### src/rtl/inst_fifo_pkg.sv
// Shared constants for the dual-issue instruction queue.
// Holds the default geometry, derived pointer/count widths and a width helper.
package inst_fifo_pkg;

    localparam int DEFAULT_DEPTH  = 16;
    localparam int DEFAULT_PC_W   = 32;
    localparam int DEFAULT_INST_W = 32;

    // Derived widths for the default geometry
    localparam int PTR_W  = $clog2(DEFAULT_DEPTH);
    localparam int CNT_W  = PTR_W + 1;

    // Width of the optional stall-cycle performance counter
    localparam int PERF_W = 32;

    // Pointer width for an arbitrary power-of-two depth
    function automatic int ptr_width(input int depth);
        return $clog2(depth);
    endfunction

endpackage

### src/rtl/inst_fifo_if.sv
// Fetch/issue-facing bundle of the instruction queue.
// master: the fetch/issue side that pushes and pops; slave: the queue itself.
interface inst_fifo_if #(
    parameter int DEPTH  = 16,
    parameter int PC_W   = 32,
    parameter int INST_W = 32
);
    localparam int CNT_W = $clog2(DEPTH) + 1;

    // Push side (fetch)
    logic              wr_en0;
    logic              wr_en1;
    logic [PC_W-1:0]   wr_pc0;
    logic [INST_W-1:0] wr_inst0;
    logic [PC_W-1:0]   wr_pc1;
    logic [INST_W-1:0] wr_inst1;

    // Pop side (issue)
    logic              rd_en0;
    logic              rd_en1;
    logic              rd_valid0;
    logic [PC_W-1:0]   rd_pc0;
    logic [INST_W-1:0] rd_inst0;
    logic              rd_valid1;
    logic [PC_W-1:0]   rd_pc1;
    logic [INST_W-1:0] rd_inst1;

    // Status towards fetch and the pipeline controller
    logic              fifo_stall_req;
    logic [CNT_W-1:0]  count;

    modport master (
        output wr_en0, wr_en1, wr_pc0, wr_inst0, wr_pc1, wr_inst1,
        output rd_en0, rd_en1,
        input  rd_valid0, rd_pc0, rd_inst0, rd_valid1, rd_pc1, rd_inst1,
        input  fifo_stall_req, count
    );

    modport slave (
        input  wr_en0, wr_en1, wr_pc0, wr_inst0, wr_pc1, wr_inst1,
        input  rd_en0, rd_en1,
        output rd_valid0, rd_pc0, rd_inst0, rd_valid1, rd_pc1, rd_inst1,
        output fifo_stall_req, count
    );

endinterface

### src/rtl/inst_fifo_ram.sv
// Entry storage for the instruction queue: DEPTH x {pc, inst}.
// Two write ports (tail, tail+1) and two combinational read ports (head, head+1).
// Data is deliberately not reset; validity is tracked by the occupancy count.
module inst_fifo_ram
    import inst_fifo_pkg::*;
#(
    parameter int DEPTH  = DEFAULT_DEPTH,
    parameter int PC_W   = DEFAULT_PC_W,
    parameter int INST_W = DEFAULT_INST_W
) (
    input  logic                        clk,
    input  logic                        we0,
    input  logic [ptr_width(DEPTH)-1:0] waddr0,
    input  logic [PC_W-1:0]             wpc0,
    input  logic [INST_W-1:0]           winst0,
    input  logic                        we1,
    input  logic [ptr_width(DEPTH)-1:0] waddr1,
    input  logic [PC_W-1:0]             wpc1,
    input  logic [INST_W-1:0]           winst1,
    input  logic [ptr_width(DEPTH)-1:0] raddr0,
    output logic [PC_W-1:0]             rpc0,
    output logic [INST_W-1:0]           rinst0,
    input  logic [ptr_width(DEPTH)-1:0] raddr1,
    output logic [PC_W-1:0]             rpc1,
    output logic [INST_W-1:0]           rinst1
);

    logic [PC_W-1:0]   mem_pc   [DEPTH];
    logic [INST_W-1:0] mem_inst [DEPTH];

    // Write both slots; the queue guarantees waddr0 != waddr1 when both fire
    always_ff @(posedge clk) begin
        if (we0) begin
            mem_pc[waddr0]   <= wpc0;
            mem_inst[waddr0] <= winst0;
        end
        if (we1) begin
            mem_pc[waddr1]   <= wpc1;
            mem_inst[waddr1] <= winst1;
        end
    end

    assign rpc0   = mem_pc[raddr0];
    assign rinst0 = mem_inst[raddr0];
    assign rpc1   = mem_pc[raddr1];
    assign rinst1 = mem_inst[raddr1];

endmodule

### src/rtl/inst_fifo.sv
// Dual-issue instruction queue between fetch and issue.
// Fetch pushes up to two {pc, inst} pairs per cycle, issue pops up to two from
// a show-ahead head. fifo_flush discards everything (wrong-path recovery).
// Optional build macro INST_FIFO_PERF_CNT_EN adds a saturating stall_cycles
// counter port.
module inst_fifo
    import inst_fifo_pkg::*;
#(
    parameter int DEPTH  = DEFAULT_DEPTH,
    parameter int PC_W   = DEFAULT_PC_W,
    parameter int INST_W = DEFAULT_INST_W
) (
    input  logic              clk,
    input  logic              resetn,
    input  logic              fifo_flush,
    inst_fifo_if.slave        bus
`ifdef INST_FIFO_PERF_CNT_EN
    ,
    output logic [PERF_W-1:0] stall_cycles
`endif
);

    localparam int ADDR_W = ptr_width(DEPTH);
    localparam int OCC_W  = ADDR_W + 1;

    logic [ADDR_W-1:0] head;
    logic [ADDR_W-1:0] tail;
    logic [OCC_W-1:0]  occ;

    logic              valid0;
    logic              valid1;
    logic              stall;
    logic              wr_acc0;
    logic              wr_acc1;
    logic              rd_acc0;
    logic              rd_acc1;
    logic [1:0]        n_wr;
    logic [1:0]        n_rd;
    logic [ADDR_W-1:0] head_nxt1;
    logic [ADDR_W-1:0] tail_nxt1;

    // Status is derived from the registered count only, never from this
    // cycle's requests, so fetch sees a clean registered-timing stall.
    assign valid0 = (occ != '0);
    assign valid1 = (occ > OCC_W'(1));
    assign stall  = (occ > OCC_W'(DEPTH - 2));

    // Space freed by same-cycle pops is not reused for same-cycle pushes.
    // A flush discards the writes, so the storage is not touched either.
    assign wr_acc0 = bus.wr_en0 && !stall && !fifo_flush;
    assign wr_acc1 = bus.wr_en0 && bus.wr_en1 && !stall && !fifo_flush;
    assign rd_acc0 = bus.rd_en0 && valid0;
    assign rd_acc1 = bus.rd_en0 && bus.rd_en1 && valid0 && valid1;

    assign n_wr = {1'b0, wr_acc0} + {1'b0, wr_acc1};
    assign n_rd = {1'b0, rd_acc0} + {1'b0, rd_acc1};

    // Second slot addresses wrap naturally modulo DEPTH
    assign head_nxt1 = head + ADDR_W'(1);
    assign tail_nxt1 = tail + ADDR_W'(1);

    // Pointer and occupancy update; flush overrides any same-cycle traffic
    always_ff @(posedge clk or negedge resetn) begin
        if (!resetn) begin
            head <= '0;
            tail <= '0;
            occ  <= '0;
        end else if (fifo_flush) begin
            head <= '0;
            tail <= '0;
            occ  <= '0;
        end else begin
            head <= head + ADDR_W'(n_rd);
            tail <= tail + ADDR_W'(n_wr);
            occ  <= occ + OCC_W'(n_wr) - OCC_W'(n_rd);
        end
    end

    inst_fifo_ram #(
        .DEPTH  (DEPTH),
        .PC_W   (PC_W),
        .INST_W (INST_W)
    ) u_ram (
        .clk    (clk),
        .we0    (wr_acc0),
        .waddr0 (tail),
        .wpc0   (bus.wr_pc0),
        .winst0 (bus.wr_inst0),
        .we1    (wr_acc1),
        .waddr1 (tail_nxt1),
        .wpc1   (bus.wr_pc1),
        .winst1 (bus.wr_inst1),
        .raddr0 (head),
        .rpc0   (bus.rd_pc0),
        .rinst0 (bus.rd_inst0),
        .raddr1 (head_nxt1),
        .rpc1   (bus.rd_pc1),
        .rinst1 (bus.rd_inst1)
    );

    assign bus.rd_valid0      = valid0;
    assign bus.rd_valid1      = valid1;
    assign bus.fifo_stall_req = stall;
    assign bus.count          = occ;

`ifdef INST_FIFO_PERF_CNT_EN
    // Saturating count of stalled cycles; survives flushes, cleared by reset
    always_ff @(posedge clk or negedge resetn) begin
        if (!resetn) begin
            stall_cycles <= '0;
        end else if (stall && (stall_cycles != '1)) begin
            stall_cycles <= stall_cycles + PERF_W'(1);
        end
    end
`else
    // Performance counter not built; stall status is still on fifo_stall_req.
`endif

`ifndef SYNTHESIS
    // Flag slot-1 requests without slot 0; the datapath simply ignores them
    always @(posedge clk) begin
        if (resetn) begin
            assert (!(bus.wr_en1 && !bus.wr_en0))
                else $warning("inst_fifo: wr_en1 without wr_en0 is ignored");
            assert (!(bus.rd_en1 && !bus.rd_en0))
                else $warning("inst_fifo: rd_en1 without rd_en0 is ignored");
        end
    end
`endif

endmodule

### src/flat_wrapper.sv
// flat-port wrapper written by rule: the top's interface ports become plain ports
module inst_fifo_flat import inst_fifo_pkg::*;
#(
    parameter int DEPTH  = DEFAULT_DEPTH,
    parameter int PC_W   = DEFAULT_PC_W,
    parameter int INST_W = DEFAULT_INST_W
)
  (clk, resetn, fifo_flush, bus_wr_en0, bus_wr_en1, bus_wr_pc0, bus_wr_inst0, bus_wr_pc1, bus_wr_inst1, bus_rd_en0, bus_rd_en1, bus_rd_valid0, bus_rd_pc0, bus_rd_inst0, bus_rd_valid1, bus_rd_pc1, bus_rd_inst1, bus_fifo_stall_req, bus_count);
  inst_fifo_if #(.DEPTH(DEPTH), .PC_W(PC_W), .INST_W(INST_W)) bus_i ();
  input  logic clk;
  input  logic resetn;
  input  logic fifo_flush;
  input wire logic [$bits(bus_i.wr_en0)-1:0] bus_wr_en0;
  input wire logic [$bits(bus_i.wr_en1)-1:0] bus_wr_en1;
  input wire logic [$bits(bus_i.wr_pc0)-1:0] bus_wr_pc0;
  input wire logic [$bits(bus_i.wr_inst0)-1:0] bus_wr_inst0;
  input wire logic [$bits(bus_i.wr_pc1)-1:0] bus_wr_pc1;
  input wire logic [$bits(bus_i.wr_inst1)-1:0] bus_wr_inst1;
  input wire logic [$bits(bus_i.rd_en0)-1:0] bus_rd_en0;
  input wire logic [$bits(bus_i.rd_en1)-1:0] bus_rd_en1;
  output wire logic [$bits(bus_i.rd_valid0)-1:0] bus_rd_valid0;
  output wire logic [$bits(bus_i.rd_pc0)-1:0] bus_rd_pc0;
  output wire logic [$bits(bus_i.rd_inst0)-1:0] bus_rd_inst0;
  output wire logic [$bits(bus_i.rd_valid1)-1:0] bus_rd_valid1;
  output wire logic [$bits(bus_i.rd_pc1)-1:0] bus_rd_pc1;
  output wire logic [$bits(bus_i.rd_inst1)-1:0] bus_rd_inst1;
  output wire logic [$bits(bus_i.fifo_stall_req)-1:0] bus_fifo_stall_req;
  output wire logic [$bits(bus_i.count)-1:0] bus_count;
  assign bus_i.wr_en0 = bus_wr_en0;
  assign bus_i.wr_en1 = bus_wr_en1;
  assign bus_i.wr_pc0 = bus_wr_pc0;
  assign bus_i.wr_inst0 = bus_wr_inst0;
  assign bus_i.wr_pc1 = bus_wr_pc1;
  assign bus_i.wr_inst1 = bus_wr_inst1;
  assign bus_i.rd_en0 = bus_rd_en0;
  assign bus_i.rd_en1 = bus_rd_en1;
  assign bus_rd_valid0 = bus_i.rd_valid0;
  assign bus_rd_pc0 = bus_i.rd_pc0;
  assign bus_rd_inst0 = bus_i.rd_inst0;
  assign bus_rd_valid1 = bus_i.rd_valid1;
  assign bus_rd_pc1 = bus_i.rd_pc1;
  assign bus_rd_inst1 = bus_i.rd_inst1;
  assign bus_fifo_stall_req = bus_i.fifo_stall_req;
  assign bus_count = bus_i.count;
  inst_fifo #(.DEPTH(DEPTH), .PC_W(PC_W), .INST_W(INST_W)) u_core (.clk(clk), .resetn(resetn), .fifo_flush(fifo_flush), .bus(bus_i));
endmodule
### config.mk
export PLATFORM = sky130hd
export DESIGN_NAME = inst_fifo_flat
export DESIGN_NICKNAME = d
export VERILOG_FILES = /design/src/rtl/inst_fifo_pkg.sv /design/src/rtl/inst_fifo_if.sv /design/src/rtl/inst_fifo_ram.sv /design/src/rtl/inst_fifo.sv /design/src/flat_wrapper.sv
export SDC_FILE = /design/constraint.sdc
export NUM_CORES = 2
export LEC_CHECK = 0
export BUFFER_PORTS_ARGS = -buffer_cell sky130_fd_sc_hd__buf_4
export CAP_MARGIN = 20
export CELL_PAD_IN_SITES_DETAIL_PLACEMENT = 0
export CELL_PAD_IN_SITES_GLOBAL_PLACEMENT = 1
export CORE_UTILIZATION = 41
export CTS_BUF_LIST = sky130_fd_sc_hd__clkbuf_4 sky130_fd_sc_hd__clkbuf_8
export DETAILED_ROUTE_END_ITERATION = 6
export PLACE_DENSITY = 0.74
export SYNTH_ARGS = -nofsm -noshare
export SYNTH_HDL_FRONTEND = slang
export SYNTH_SLANG_ARGS = --single-unit
### constraint.sdc
create_clock -name clk -period 12 [get_ports clk]
set_clock_uncertainty 0.2 [all_clocks]
set_input_delay 1.2 -clock clk [delete_from_list [all_inputs] [get_ports clk]]
set_output_delay 1.2 -clock clk [all_outputs]
set_load 0.01 [all_outputs]
# Word level (Yosys, flattened, before mapping)
# Memories as Yosys holds them, arrays and structs flattened.
# Index checks and enable logic that the tools add are counted.
[classes]
add_sub_neg = 8
n_lt_le_gt_ge = 2
mux = 7
n_reduce_logical = 12
[ops]
columns = ["cell", "count"]
rows = [
  ["logical AND 1 bit", 9],
  ["adder 4 x 1 -> 4 bit, second input constant", 2],
  ["adder 4 x 2 -> 4 bit", 2],
  ["two-way mux 4 bit", 2],
  ["adder 5 x 2 -> 5 bit", 1],
  ["> comparator 5 x 1 -> 1 bit, second input constant", 1],
  ["> comparator 5 x 4 -> 1 bit, second input constant", 1],
  ["two-way mux 5 bit", 1],
  ["nonzero test 5 bit", 1],
  ["subtractor 5 x 2 -> 5 bit", 1],
  ["adder 1 x 1 -> 2 bit", 2],
  ["two-way mux 1 bit", 4],
  ["logical NOT 1 bit", 2],
]
[word_totals]
reg_bits = 13
ram_bits = 1024
input_bits = 135
mem_count = 2
[memory_table]
columns = ["name", "words", "width", "read_ports", "rd_ports_with_merged_regs", "write_ports", "line", "source"]
rows = [
  ["u_core.u_ram.mem_inst", 16, 32, 2, 0, 2, "inst_fifo_ram.sv:29", "logic [INST_W-1:0] mem_inst [DEPTH];"],
  ["u_core.u_ram.mem_pc", 16, 32, 2, 0, 2, "inst_fifo_ram.sv:28", "logic [PC_W-1:0] mem_pc [DEPTH];"],
]

# Longest topological paths before layout
[logic_depth]
word_depth = 8
ltp_mapped = 16

# Hierarchy
# Synthesis repeated with hierarchy kept, for this count alone.
[unflattened]
hier_cells = 3502
area_unflattened_um2 = 59315.6
[by_module_without_submodules]
columns = ["module", "n_inst", "cells_per_inst", "area_per_inst_um2", "seq_area_each_um2"]
rows = [
  ["inst_fifo_ram", 1, 3401, 58312.2, 30749.5],
  ["inst_fifo", 1, 101, 1003.5, 325.3],
]

# Worst setup path after synthesis
# OpenSTA, ideal clock, no wires.
[synth_path]
kind = "in2reg"
startpoint = "input port fifo_flush"
endpoint = "memory u_core.u_ram.mem_inst[6][0], enable pin"
arrival_time_ns = 6.524
setup_slack_ns = 4.702
path_stages = 4
path_buffers = 1
path_cell_list = "buf_2 nand4bb_1 a211o_1 o21ai_0"
[synth_rtl]
columns = ["element", "line", "source"]
rows = [
  ["start, declared", "flat_wrapper.sv:12", "input logic fifo_flush;"],
  ["end, declared", "inst_fifo_ram.sv:29", ""],
]

# Worst setup path after layout
[layout_path]
startpoint = "register u_core.head[1]"
endpoint = "output port bus_rd_pc0[19]"
[layout_between]
elab_chain_len = 1
[layout_rtl]
columns = ["element", "line", "source"]
rows = [
  ["start, declared", "inst_fifo.sv:26", "logic [ADDR_W-1:0] head;"],
  ["start signal, assigned", "inst_fifo.sv:73", "head <= head + ADDR_W'(n_rd);"],
  ["memory (16 x 32 bit)", "-", ""],
  ["end, declared", "flat_wrapper.sv:22", "output wire logic [$bits(bus_i.rd_pc0)-1:0] bus_rd_pc0;"],
]
# No other way between the ends.

==> metrics.md <==
| Metric | Value |
|---|---|
| Layout cell share with drive strength beyond 1 | 56.2% |
| Max_slew headroom | 18.7% |
| Commonest non-fill, non-tap cells in the layout | edfxtp_1 (1024), mux2_2 (988), mux4_2 (512) |
| Largest net degree at the start of global routing | 153 |
| Commonest non-fill, non-tap cell in the layout | edfxtp_1 |
| Clock H-tree levels | 4 |
| Asr flop ratio synth | 1.25% |
| Fill count | 12712 |
| PortBufs | 270 |
| Post-Syn Instances | 3651 |
| Post-route setup TNS | 0 ns |
| Seq cells post-synth | 1037 |
| Area contributors post-synth | edfxtp_1 (51%), mux4_2 (19%), mux2_2 (19%) |
| Violated checks | design-rule violations |
| Switch share | 32.7% |
| Comb power frac | 37.3% |
| Final WS setup | 4.86 ns |
| Critical path endpoint | bus_rd_pc0[19] |
| I/O Pins | 271 |
| Fmax | 140 MHz |
| Syn Area/Cell | 16.4 sq um |
| Area Overhead vs Synth | 11.9% |
| FF-to-FF Start | u_core.bus.count[4]$_DFF_PN0_ |
| TritonRoute pass-1 iters | 7 |
| CP required | 10.60 ns |
| Routed vias/inst | 6.55 |
| Post-Route Utilization | 46.2% |
| Final slew viol count | 0 |
| # nets final | 3934 |
| Global Route Usage Sum | 27.0% |
| Status | finished with violations |
| Iter 0 DRT Violations | 5073 |
| Resize count post-CTS | 0 |
| Worst-Margin Slew | 1.22 ns |
| DIE AREA | 0.148 sq mm |
| Post-synth top area share | 51.2% |
| Worst Setup SP | u_core.head[1]$_DFF_PN0_ |
| Power density over the cells | 178 mW/mm^2 |
| Wire per inst | 34.5 um |
| Antenna violations before repair | 31 |
| Sequential share of the synthesized area | 51.8% |
| Vias in the first global route | 38039 |
| Max VDD drop | 0.232 mV |
| Cell Int Power | 8.05 mW |
| Reg2Reg Setup Slack | 6.84 ns |
| Post-synth EDFFs | 1024 |
| Routed WL | 201 mm |
| Cell taking the most area after synthesis | edfxtp_1 |
| Clk sinks | 1037 |
| Syn Std Cell Area | 0.0600 sq mm |
| Clk network pwr share | 27.8% |
| First-pass GRT wire length | 283 mm |
| Detailed-route via count | 38291 |
| Final setup viols | 0 |
| Reg2reg path depth | 8 |
| Die X | 385 um |
| Critical path endpoint category | primary output |
| Psw | 3.91 mW |
| Period minus WS final | 7.14 ns |
| Final Hold Vio Count | 0 |
| CTS tree | built |
| Root buffer cell | clkbuf_8 |
| Worst skew pair latency | 0.96 ns |
| Setup CP Type | reg2out |
| Routability cong. | 0.789 |
| Clock Path Buffers | 3 |
| Remaining DRCs | 2 |
| Reg2reg end | u_core.u_ram.mem_inst[2][4]$_DFFE_PP_ |
| Worst slack, placed | 5.73 ns |
| Syn Nets | 3807 |
| Crit path max fanout | 51 |
| Final period util | 59.5% |
| Dominant synthesized flop cell | edfxtp_1 |
| Critical Path Start Type | register |
| Remaining global-route overflow | 0 |
| RSZ-0062 raised after global routing | no |
| Initial Utilization | 41.3% |
| Yosys warning total | 0 |
| Leak | 21.5 nW |
| Area of the core | 0.145 sq mm |
| Reg clk slew, reported paths | 0.06 ns |
| Die Y | 385 um |
| Netlist cell types | 51 |
| Rows | 140 |
| Dpl hpwl | 108 mm |
| Flop pwr share | 34.9% |
| Max cap viols | 0 |
| Min-delay worst type | in2reg |
| Post-DRT Antenna Nets | 0 |
| Worst EP arrival | 5.74 ns |
| TritonCTS buffer count | 183 |
-- final cells by class --
type,instances,area [sq um],area share [%]
Inverter,15,56.3,0.0839
Clock buffer,255,3080,4.59
Multi-Input combinational cell,2181,27200,40.6
Tap cell,1917,2400,3.57
Sequential cell,1037,31100,46.3
Clock inverter,68,495,0.738
Antenna cell,10,25.0,0.0373
Timing Repair Buffer,360,2760,4.12
-- metal layers --
metal  share of wire [%]  GRT usage [%]  vias to the layer above  wire (um)
li1                    -              -                    15305          -
met1                  41           37.8                    20332      81800
met2                  46           41.5                     2262      92700
met3                  11           6.88                      362      22000
met4                 2.4           7.53                       30       4740
met5               0.091          0.975                        -        184
-- registers in the layout, summed over array words and instances, names as in the netlist --
| name | count |
|---|---|
| u_core.u_ram.mem_inst | 512 |
| u_core.tail | 4 |
| u_core.u_ram.mem_pc | 512 |
| u_core.head | 4 |
| u_core.bus.count | 5 |
-- power by group through the flow --
stage / Clock (mW) / Sequential [mW] / Combinational [mW]
after detailed placement: 0 / 4.25 / 4.47
after floorplan: 0 / 4.19 / 3.09
after global routing: 3.51 / 4.18 / 4.74
final: 3.32 / 4.17 / 4.46
after CTS: 3.37 / 4.17 / 4.49
after global placement: 0 / 4.24 / 4.45
-- synth_stat cells, drive strengths merged (2+ instances only) --
cell type	instances
mux2	1024
clkbuf	216
xnor2	5
buf	202
or3	2
edfxtp	1024
and3	2
o32ai	2
o21ai	137
fa	4
nand3	5
a41o	2
a22oi	129
nor3b	3
dfrtp	13
o211ai	2
nor2b	11
nand3b	2
nor2	19
mux4	512
nand4	63
inv	15
o22ai	7
nand2b	7
a211o	2
a21oi	9
a211oi	2
and2	3
nor3	2
nand2	199
ha	17
-- worst min path at each step --
stage	from	end	slack, ns	cells past startpoint
2_1_floorplan	u_core.head[0]$_DFF_PN0_	u_core.head[0]$_DFF_PN0_	0.41	2
3_3_place_gp	u_core.tail[2]$_DFF_PN0_	u_core.tail[2]$_DFF_PN0_	0.48	2
3_5_place_dp	u_core.tail[2]$_DFF_PN0_	u_core.tail[2]$_DFF_PN0_	0.49	2
4_1_cts	fifo_flush	u_core.bus.count[0]$_DFF_PN0_	0.30	2
5_1_grt	fifo_flush	u_core.bus.count[2]$_DFF_PN0_	0.35	2
6_report	fifo_flush	u_core.bus.count[2]$_DFF_PN0_	0.39	2
-- worst max-delay path, stage by stage, from the launching register on --
cell and delay, ns:
dfrtp_4 0.95, buf_4 0.69, buf_4 0.88, buf_4 0.94, mux4_2 0.61, a22oi_1 0.20
nand2_1 0.19, buf_4 0.20
-- cells by family (layout without fill, tap and decap cells) --
logic type                 count (synthesis)  in the layout  share of synthesized area [%]
AOI/OAI and AO/OA                        295            295                           3.12
xor gates and xnor gates                   6              6                         0.0876
adders and majority gates                 21             21                          0.488
buffers and inverters                    433            698                           3.47
DFF                                     1037           1037                           51.8
muxes                                   1536           1536                           38.4
other                                      0             10                              0
and+or+nand+nor                          323            323                           2.61
-- through the flow --
stage	cell area, sq um	instances	hold WS, ns	power (mW)
6_report	67100	5843	0.390	12.0
3_3_place_gp	63500	5508	0.476	8.70
5_1_grt	67100	5840	0.347	12.4
3_5_place_dp	63500	5508	0.486	8.72
4_1_cts	67100	5832	0.298	12.0
2_1_floorplan	60000	3651	0.408	7.28
-- repair_timing --
item | in CTS | in global routing
buffers inserted | 0 | 0
endpoints found under the hold margin | 13 | 0
hold buffers | 1 | 0
(Power assumes the default switching activity.)
